--- src/rtl/ks_bist_pkg.sv ---
// rtl/ks_bist_pkg.sv - shared types, constants and directed vectors for the adder BIST
package ks_bist_pkg;

    localparam int          WIDTH        = 16;
    localparam int unsigned NUM_DIRECTED = 8;
    localparam logic [31:0] LFSR_TAPS    = 32'h8020_0003;

    typedef enum logic [2:0] {
        S_IDLE,
        S_APPLY,
        S_WAIT,
        S_CHECK,
        S_DONE
    } state_t;

    typedef enum logic {
        PH_DIRECTED,
        PH_RANDOM
    } phase_t;

    typedef struct packed {
        logic [WIDTH-1:0] a;
        logic [WIDTH-1:0] b;
        logic             cin;
    } vec_t;

    // Corner cases: zero, carry-in only, small sum, full carry chain, alternating bits, sign overflow.
    function automatic vec_t directed_vec(input logic [2:0] idx);
        case (idx)
            3'd0:    return {16'h0000, 16'h0000, 1'b0};
            3'd1:    return {16'h0000, 16'h0000, 1'b1};
            3'd2:    return {16'h0003, 16'h0005, 1'b0};
            3'd3:    return {16'hFFFF, 16'hFFFF, 1'b0};
            3'd4:    return {16'hAAAA, 16'h5555, 1'b0};
            3'd5:    return {16'h0001, 16'h0001, 1'b0};
            3'd6:    return {16'h7FFF, 16'h0001, 1'b0};
            default: return {16'hFFFF, 16'h0000, 1'b1};
        endcase
    endfunction

endpackage

--- src/rtl/ks_adder_bist_if.sv ---
// rtl/ks_adder_bist_if.sv - operand/result bus between the BIST engine and the adder under test
interface ks_adder_bist_if;
    import ks_bist_pkg::*;

    logic [WIDTH-1:0] dut_a;
    logic [WIDTH-1:0] dut_b;
    logic             dut_cin;
    logic [WIDTH-1:0] dut_s;
    logic             dut_cout;

    modport master (
        output dut_a, dut_b, dut_cin,
        input  dut_s, dut_cout
    );

    modport slave (
        input  dut_a, dut_b, dut_cin,
        output dut_s, dut_cout
    );

endinterface

--- src/rtl/ks_bist_lfsr.sv ---
// rtl/ks_bist_lfsr.sv - 32-bit Galois LFSR; exposes the next state so a step and its use share one edge
module ks_bist_lfsr
    import ks_bist_pkg::*;
#(
    parameter logic [31:0] SEED = 32'hACE1_2468
) (
    input  logic        clk,
    input  logic        rst,
    input  logic        load,
    input  logic        step,
    output logic [31:0] lfsr_nxt
);

    // An all-zero state would lock the LFSR, so a zero seed is remapped.
    localparam logic [31:0] SEED_EFF = (SEED == 32'h0) ? 32'h1 : SEED;

    logic [31:0] state_q;
    logic [31:0] state_d;

    always_comb begin
        lfsr_nxt = {1'b0, state_q[31:1]} ^ ({32{state_q[0]}} & LFSR_TAPS);
        state_d  = state_q;
        if (load) begin
            state_d = SEED_EFF;
        end else if (step) begin
            state_d = lfsr_nxt;
        end
    end

    always_ff @(posedge clk or posedge rst) begin
        if (rst) begin
            state_q <= SEED_EFF;
        end else begin
            state_q <= state_d;
        end
    end

endmodule

--- src/rtl/ks_adder_bist.sv ---
// rtl/ks_adder_bist.sv - BIST engine: applies directed then LFSR vectors to the adder and checks the sums
module ks_adder_bist
    import ks_bist_pkg::*;
#(
    parameter int unsigned NUM_RANDOM = 256,
    parameter int unsigned SETTLE     = 1,
    parameter logic [31:0] SEED       = 32'hACE1_2468
) (
    input  logic             clk,
    input  logic             rst,
    input  logic             start,
    output logic             busy,
    output logic             done,
    output logic             pass,
    output logic [WIDTH-1:0] err_count,
    output logic [WIDTH-1:0] vec_count,
    output logic [WIDTH-1:0] fail_a,
    output logic [WIDTH-1:0] fail_b,
    output logic             fail_cin,
    output logic [WIDTH-1:0] fail_s,
    output logic             fail_cout,
    ks_adder_bist_if.master  adder
);

    localparam int unsigned TOTAL       = NUM_DIRECTED + NUM_RANDOM;
    localparam logic [3:0]  SETTLE_LAST = (SETTLE == 0) ? 4'd0 : 4'(SETTLE - 1);

    state_t           state_q,     state_d;
    phase_t           phase_q,     phase_d;
    logic [3:0]       wait_cnt_q,  wait_cnt_d;
    logic [WIDTH-1:0] err_q,       err_d;
    logic [WIDTH-1:0] vec_q,       vec_d;
    vec_t             cur_q,       cur_d;
    vec_t             fail_vec_q,  fail_vec_d;
    logic [WIDTH-1:0] fail_s_q,    fail_s_d;
    logic             fail_cout_q, fail_cout_d;

    logic             lfsr_load;
    logic             lfsr_step;
    logic [31:0]      lfsr_nxt;
    logic [WIDTH:0]   expected;
    logic             mismatch;
    logic [31:0]      next_idx;

    ks_bist_lfsr #(.SEED(SEED)) u_lfsr (
        .clk      (clk),
        .rst      (rst),
        .load     (lfsr_load),
        .step     (lfsr_step),
        .lfsr_nxt (lfsr_nxt)
    );

    assign expected = {1'b0, cur_q.a} + {1'b0, cur_q.b} + {{WIDTH{1'b0}}, cur_q.cin};
    assign mismatch = (expected != {adder.dut_cout, adder.dut_s});
    assign next_idx = 32'(vec_q) + 32'd1;

    always_comb begin
        state_d     = state_q;
        phase_d     = phase_q;
        wait_cnt_d  = wait_cnt_q;
        err_d       = err_q;
        vec_d       = vec_q;
        cur_d       = cur_q;
        fail_vec_d  = fail_vec_q;
        fail_s_d    = fail_s_q;
        fail_cout_d = fail_cout_q;
        lfsr_load   = 1'b0;
        lfsr_step   = 1'b0;

        case (state_q)
            S_IDLE, S_DONE: begin
                if (start) begin
                    state_d     = S_APPLY;
                    phase_d     = PH_DIRECTED;
                    err_d       = '0;
                    vec_d       = '0;
                    fail_vec_d  = '0;
                    fail_s_d    = '0;
                    fail_cout_d = 1'b0;
                    cur_d       = directed_vec(3'd0);
                    lfsr_load   = 1'b1;
                end
            end
            S_APPLY: begin
                wait_cnt_d = 4'd0;
                state_d    = (SETTLE == 0) ? S_CHECK : S_WAIT;
            end
            S_WAIT: begin
                if (wait_cnt_q == SETTLE_LAST) begin
                    state_d = S_CHECK;
                end else begin
                    wait_cnt_d = wait_cnt_q + 4'd1;
                end
            end
            S_CHECK: begin
                vec_d = vec_q + 1'b1;
                if (mismatch) begin
                    if (err_q != '1) begin
                        err_d = err_q + 1'b1;
                    end
                    // err_q only grows within a run, so zero marks the first failure.
                    if (err_q == '0) begin
                        fail_vec_d  = cur_q;
                        fail_s_d    = adder.dut_s;
                        fail_cout_d = adder.dut_cout;
                    end
                end
                if (next_idx >= TOTAL) begin
                    state_d = S_DONE;
                end else if (next_idx < NUM_DIRECTED) begin
                    state_d = S_APPLY;
                    cur_d   = directed_vec(next_idx[2:0]);
                end else begin
                    state_d   = S_APPLY;
                    phase_d   = PH_RANDOM;
                    lfsr_step = 1'b1;
                    cur_d     = {lfsr_nxt[31:16], lfsr_nxt[15:0], lfsr_nxt[31] ^ lfsr_nxt[0]};
                end
            end
            default: state_d = S_IDLE;
        endcase
    end

    always_ff @(posedge clk or posedge rst) begin
        if (rst) begin
            state_q     <= S_IDLE;
            phase_q     <= PH_DIRECTED;
            wait_cnt_q  <= '0;
            err_q       <= '0;
            vec_q       <= '0;
            cur_q       <= '0;
            fail_vec_q  <= '0;
            fail_s_q    <= '0;
            fail_cout_q <= 1'b0;
        end else begin
            state_q     <= state_d;
            phase_q     <= phase_d;
            wait_cnt_q  <= wait_cnt_d;
            err_q       <= err_d;
            vec_q       <= vec_d;
            cur_q       <= cur_d;
            fail_vec_q  <= fail_vec_d;
            fail_s_q    <= fail_s_d;
            fail_cout_q <= fail_cout_d;
        end
    end

    assign busy          = (state_q == S_APPLY) || (state_q == S_WAIT) || (state_q == S_CHECK);
    assign done          = (state_q == S_DONE);
    assign pass          = done && (err_q == '0);
    assign err_count     = err_q;
    assign vec_count     = vec_q;
    assign fail_a        = fail_vec_q.a;
    assign fail_b        = fail_vec_q.b;
    assign fail_cin      = fail_vec_q.cin;
    assign fail_s        = fail_s_q;
    assign fail_cout     = fail_cout_q;
    assign adder.dut_a   = cur_q.a;
    assign adder.dut_b   = cur_q.b;
    assign adder.dut_cin = cur_q.cin;

endmodule

--- src/flat_wrapper.sv ---
// flat-port wrapper written by rule: the top's interface ports become plain ports
module ks_adder_bist_flat import ks_bist_pkg::*;
#(
    parameter int unsigned NUM_RANDOM = 256,
    parameter int unsigned SETTLE     = 1,
    parameter logic [31:0] SEED       = 32'hACE1_2468
)
  (clk, rst, start, busy, done, pass, err_count, vec_count, fail_a, fail_b, fail_cin, fail_s, fail_cout, adder_dut_a, adder_dut_b, adder_dut_cin, adder_dut_s, adder_dut_cout);
  ks_adder_bist_if adder_i ();
  input  logic clk;
  input  logic rst;
  input  logic start;
  output logic busy;
  output logic done;
  output logic pass;
  output logic [WIDTH-1:0] err_count;
  output logic [WIDTH-1:0] vec_count;
  output logic [WIDTH-1:0] fail_a;
  output logic [WIDTH-1:0] fail_b;
  output logic fail_cin;
  output logic [WIDTH-1:0] fail_s;
  output logic fail_cout;
  output wire logic [$bits(adder_i.dut_a)-1:0] adder_dut_a;
  output wire logic [$bits(adder_i.dut_b)-1:0] adder_dut_b;
  output wire logic [$bits(adder_i.dut_cin)-1:0] adder_dut_cin;
  input wire logic [$bits(adder_i.dut_s)-1:0] adder_dut_s;
  input wire logic [$bits(adder_i.dut_cout)-1:0] adder_dut_cout;
  assign adder_dut_a = adder_i.dut_a;
  assign adder_dut_b = adder_i.dut_b;
  assign adder_dut_cin = adder_i.dut_cin;
  assign adder_i.dut_s = adder_dut_s;
  assign adder_i.dut_cout = adder_dut_cout;
  ks_adder_bist #(.NUM_RANDOM(NUM_RANDOM), .SETTLE(SETTLE), .SEED(SEED)) u_core (.clk(clk), .rst(rst), .start(start), .busy(busy), .done(done), .pass(pass), .err_count(err_count), .vec_count(vec_count), .fail_a(fail_a), .fail_b(fail_b), .fail_cin(fail_cin), .fail_s(fail_s), .fail_cout(fail_cout), .adder(adder_i));
endmodule
--- config.mk ---
export PLATFORM = sky130hd
export DESIGN_NAME = ks_adder_bist_flat
export DESIGN_NICKNAME = d
export VERILOG_FILES = /design/src/rtl/ks_bist_pkg.sv /design/src/rtl/ks_adder_bist_if.sv /design/src/rtl/ks_bist_lfsr.sv /design/src/rtl/ks_adder_bist.sv /design/src/flat_wrapper.sv
export SDC_FILE = /design/constraint.sdc
export NUM_CORES = 1
export LEC_CHECK = 0
export ABC_CLOCK_PERIOD_IN_PS = 4900
export BUFFER_PORTS_ARGS = -buffer_cell sky130_fd_sc_hd__buf_2
export CORE_UTILIZATION = 43
export CTS_CLUSTER_SIZE = 16
export DETAILED_ROUTE_END_ITERATION = 16
export PLACE_DENSITY = 0.65
export SLEW_MARGIN = 20
export SYNTH_ARGS = -nofsm -noshare
export SYNTH_HDL_FRONTEND = slang
export SYNTH_SLANG_ARGS = --single-unit
--- constraint.sdc ---
create_clock -name clk -period 4.9 [get_ports clk]
set_clock_uncertainty 0.1 [all_clocks]
set_input_delay 0.245 -clock clk [delete_from_list [all_inputs] [get_ports clk]]
set_output_delay 0.245 -clock clk [all_outputs]
set_load 0.05 [all_outputs]
==> results.txt <==
The flow ran to the end, and the final reports show no timing, DRC or antenna violations. The routed design has 24600 um of wire. The post-cts sizing count is 0. The number of antenna violations at the first check in global routing came out at 0. The overall overflow remaining after global route is 0. Based on the critical path, the design can be clocked at up to approximately 0.24 GHz.

The die is 143 um tall. The top-area cell type share of the netlist area came out at around 40%. The slowest stage of the critical path belongs to the cell sky130_fd_sc_hd__or4b_1. The count of nets after finishing came out at 1058.

The number of fill cells in the layout is 1800. Data arrives at the worst endpoint at around 4500 ps. The post-route antenna net violation count is 0. The worst hold path startpoint is adder_dut_cout. In this run the deepest clock path goes through 2 buffers. Yosys attributes the largest share of cell area to sky130_fd_sc_hd__dfrtp_1 41%, sky130_fd_sc_hd__a22o_1 7.1%, sky130_fd_sc_hd__o21ai_0 5.1%. The maximum single-stage delay on the critical path came out at 790 ps. During I/O placement, the number of pins put on the boundary was 138. The area of the die came out at 20500 sq um.

The worst slack after detailed placement is 714 ps. 0 antenna diodes ended up in the layout. The number of distinct standard cells referenced by the synthesized netlist came out at 84. The terminating pin of the worst hold path is u_core.fail_cout. The total chip power came out at 7.60 mW. The number of standard cells after synthesis came out at 878. After synthesis, the largest family of logic cells by area is compound AO/OA/AOI/OAI gates. In this run the worst path has a maximum fanout of 19. The sequential cell area fraction in the yosys report is 45.2%.

The number of pins with negative max-slew slack in the final report is 0. For this run, the number of Yosys warnings is 0. The first global-routing pass estimated 38400 um of wire. The path depth of the worst reg2reg path is 9. The post-synthesis area per instance is 9.75 sq um. For this configuration, the core starts out at a cell density of 44.0%.

The required time reported for the critical path endpoint came out at 5120 ps. The largest area contributor in the netlist is sky130_fd_sc_hd__dfrtp_1. The number of buffers created by CTS came out at 17. Setup repair after global routing left no endpoint under its margin. The slew of the pin with the lowest slew margin is between 700 and 800 ps. The largest net degree at the start of global routing is 62.

The adder-cell area share of the yosys netlist came out at 3.97%. The path class of the tightest hold or removal check is primary input to flip-flop. The number of vias after detailed routing came out at around 7600. The TritonCTS clock tree is yes. The number of stages on the worst hold path is 2. The average routed wire per standard cell is 19.1 um. The final number of hold-violating endpoints came to 0. In this run the critical register-to-register path is launched from u_core.vec_count[0]. The worst supply voltage drop on vdd is 327 uV. The met2 usage is 37.6%. The number of global-route vias before repair is 6875. The setup slack of the most critical reg-to-reg path is 670 ps.

The most frequent standard cell in the layout excluding fill and tap cells is sky130_fd_sc_hd__dfrtp_1. The area fraction in compound gates after synthesis is between 20% and 30%. The areal power density over the cells is 743 nW/um^2. The HPWL after detailed placement came out at 17600 um. The clock-pin slew of the registers on the worst-case setup and hold paths came out at 70 ps. Routability-driven placement finished with a final weighted congestion of 0.958.

The clock latency of the later-clocked register in the worst-skew pair is 430 ps. The final setup violation count is 0. The worst setup path is captured at a flip-flop.

The total negative slack is 0 ps. After detailed routing, the number of remaining DRC violations is 0. Buffers placed on the I/O ports in this run total 137. The post-route cell area came out at around 10000 sq um.

The cell area after synthesis is 8560 sq um. The signal on the critical path passes through ha_1, nand4_4, nor4_1, mux2_2, a211oi_2, or4b_1, nor2_4, a21oi_2, a22o_1. The row count is around 50. Yosys mapped a number of flops with a built-in enable equal to 0.

The total number of H-tree levels is 4. The total nets after synthesis is 924. Once placement finished, the instance area stood at 9450 sq um.

The max-cap violation count came out at 0. In the layout the commonest cells are 141 x sky130_fd_sc_hd__dfrtp_1, 137 x sky130_fd_sc_hd__buf_2, 87 x sky130_fd_sc_hd__o21ai_0. The post-route worst setup slack is approximately 670 ps. The per-cell via count in the routed design came out at just under 6. The global routing usage on met1 came out at a little over a third.

The endpoint identified for the worst register-to-register timing path is u_core.u_lfsr.state_q[20]. The share of layout cells above drive strength 1 is 22.6%. Compared with the post-synthesis result, the final layout area differs by 19.5%. The buffer and inverter count on the worst path came out at 0. Summing the areas of all and, or, nand and nor instances in the mapped netlist gives 16.1% of the synthesized area. After the first detailed-routing iteration, the DRC count stood at 600. met2 is the most crowded layer.

Global routing used 24.5% of the available tracks. The post-route fraction of the period consumed by the critical path is 86.4%. The most used flip-flop cell after synthesis is sky130_fd_sc_hd__dfrtp_1. The startpoint type of the worst setup path is a flip-flop. The worst slew margin relative to its limit is 47.0%. Clock tree synthesis selected as its root buffer the cell sky130_fd_sc_hd__clkbuf_16. In the global route stage, met3 resource usage came out at 3.29%. The worst setup path is of the flip-flop to flip-flop kind.

Of the total synthesized cell area, the portion taken by XOR and XNOR cells is 3.02%. The TritonCTS sink count is 154. The analysis attributes to cell leakage a power of 4.89 nW. For this run, the detailed router's first-pass iteration total came to 5. The multiplexer share of the synthesized area came out at less than 1%. In this run the standard cell core region covers 19500 sq um. The share of synthesized registers carrying an async set or reset came out at 100%. The smallest clock period supported by the final layout is computed as 4230 ps. The floorplan die width is 143 um. The number of register bits inferred by synthesis is about 150.

Grouping stages by cell kind, the critical path spends the most delay in simple AND/OR/NAND/NOR gates.
-- power breakdown --
group	switching [mW]	leakage (nW)	internal [mW]
Sequential	0.425	2.03	1.68
Clock	0.599	0.292	0.751
Combinational	2.88	2.56	1.27
-- per-layer routing --
metal / vias up / wire [um]
met5: - / 0
met4: 0 / 531
met3: 37 / 1260
met2: 250 / 11400
met1: 3732 / 11400
li1: 3585 / -
-- synth_stat cells (3+ instances only) --
| cell | instances |
|---|---|
| sky130_fd_sc_hd__inv_1 | 15 |
| sky130_fd_sc_hd__a21o_1 | 13 |
| sky130_fd_sc_hd__nand2_1 | 84 |
| sky130_fd_sc_hd__o21a_1 | 6 |
| sky130_fd_sc_hd__buf_2 | 20 |
| sky130_fd_sc_hd__nand4_1 | 12 |
| sky130_fd_sc_hd__o31ai_1 | 9 |
| sky130_fd_sc_hd__o21ai_0 | 87 |
| sky130_fd_sc_hd__a22o_1 | 69 |
| sky130_fd_sc_hd__nor3b_1 | 5 |
| sky130_fd_sc_hd__nor4_1 | 14 |
| sky130_fd_sc_hd__nand2b_1 | 7 |
| sky130_fd_sc_hd__o21ai_1 | 6 |
| sky130_fd_sc_hd__dfrtp_1 | 141 |
| sky130_fd_sc_hd__nor2_1 | 58 |
| sky130_fd_sc_hd__or3_1 | 7 |
| sky130_fd_sc_hd__o21bai_1 | 4 |
| sky130_fd_sc_hd__o22a_1 | 14 |
| sky130_fd_sc_hd__a2111oi_0 | 4 |
| sky130_fd_sc_hd__nor2b_1 | 5 |
| sky130_fd_sc_hd__mux2_2 | 3 |
| sky130_fd_sc_hd__dfstp_2 | 13 |
| sky130_fd_sc_hd__a31o_2 | 7 |
| sky130_fd_sc_hd__buf_6 | 3 |
| sky130_fd_sc_hd__o211ai_1 | 12 |
| sky130_fd_sc_hd__buf_1 | 4 |
| sky130_fd_sc_hd__buf_4 | 6 |
| sky130_fd_sc_hd__o21ba_2 | 8 |
| sky130_fd_sc_hd__clkbuf_1 | 17 |
| sky130_fd_sc_hd__and2_1 | 4 |
| sky130_fd_sc_hd__a211oi_1 | 7 |
| sky130_fd_sc_hd__and4_1 | 4 |
| sky130_fd_sc_hd__nand3_1 | 18 |
| sky130_fd_sc_hd__nor3_1 | 23 |
| sky130_fd_sc_hd__o311a_1 | 3 |
| sky130_fd_sc_hd__xnor2_1 | 17 |
| sky130_fd_sc_hd__o22ai_1 | 3 |
| sky130_fd_sc_hd__and3_1 | 7 |
| sky130_fd_sc_hd__a31oi_1 | 5 |
| sky130_fd_sc_hd__ha_1 | 24 |
| sky130_fd_sc_hd__xor2_1 | 10 |
| sky130_fd_sc_hd__a21oi_1 | 45 |
| sky130_fd_sc_hd__mux2i_1 | 3 |
-- metrics by stage --
step / instances / utilization (%) / hold slack [ps]
3_3_place_gp: 1240 / 48.6 / 247
4_1_cts: 1290 / 52.6 / 26.6
2_1_floorplan: 878 / - / 234
5_1_grt: 1290 / 52.6 / 28.6
6_report: 1290 / 52.6 / 36.8
3_5_place_dp: 1240 / 48.6 / 241
-- flip-flops by register name, indices dropped and copies added, names as in the netlist, 3 cells and up --
| signal | count |
|---|---|
| u_core.u_lfsr.state_q | 32 |
| u_core.adder.dut_b | 16 |
| u_core.wait_cnt_q | 4 |
| u_core.state_q | 3 |
| u_core.fail_a | 16 |
| u_core.adder.dut_a | 16 |
| u_core.fail_b | 16 |
| u_core.err_count | 16 |
| u_core.vec_count | 16 |
| u_core.fail_s | 16 |
-- cell families (layout without fill, tap and decap cells) --
kind of cell / count (synthesis) / count (layout)
AO/OA/AOI/OAI: 329 / 329
XOR/XNOR: 28 / 28
adder cells (fa/ha/maj): 26 / 26
buffers and inverters: 67 / 214
flip-flops: 154 / 154
multiplexers: 6 / 6
AND/OR/NAND/NOR: 268 / 268
-- worst max-delay path by stage --
| stage | start | end | depth (start not counted) |
|---|---|---|---|
| 6_report | u_core.vec_count[0] | u_core.u_lfsr.state_q[20] | 9 |
| 4_1_cts | u_core.vec_count[0] | u_core.u_lfsr.state_q[20] | 9 |
| 5_1_grt | u_core.vec_count[0] | u_core.u_lfsr.state_q[28] | 9 |
| 2_1_floorplan | rst | u_core.adder.dut_a[0] | 1 |
| 3_3_place_gp | u_core.vec_count[0] | u_core.u_lfsr.state_q[24] | 9 |
| 3_5_place_dp | u_core.vec_count[0] | u_core.u_lfsr.state_q[1] | 9 |
-- final cells by class --
class,instances,area [sq um],share of cell area [%]
tap,265,332,3.24
timing repair buffer,166,973,9.51
sequential,154,3870,37.8
inverter,16,65.1,0.636
multi-input combinational,657,4390,42.9
clock buffer,19,453,4.43
clock inverter,13,150,1.47
-- what timing repair did --
action / in CTS / in global routing
endpoints found under the hold margin: 76 / 0
buffers inserted: 0 / 0
hold buffers: 18 / 0
Note: power is estimated with default switching activity, not from simulation.
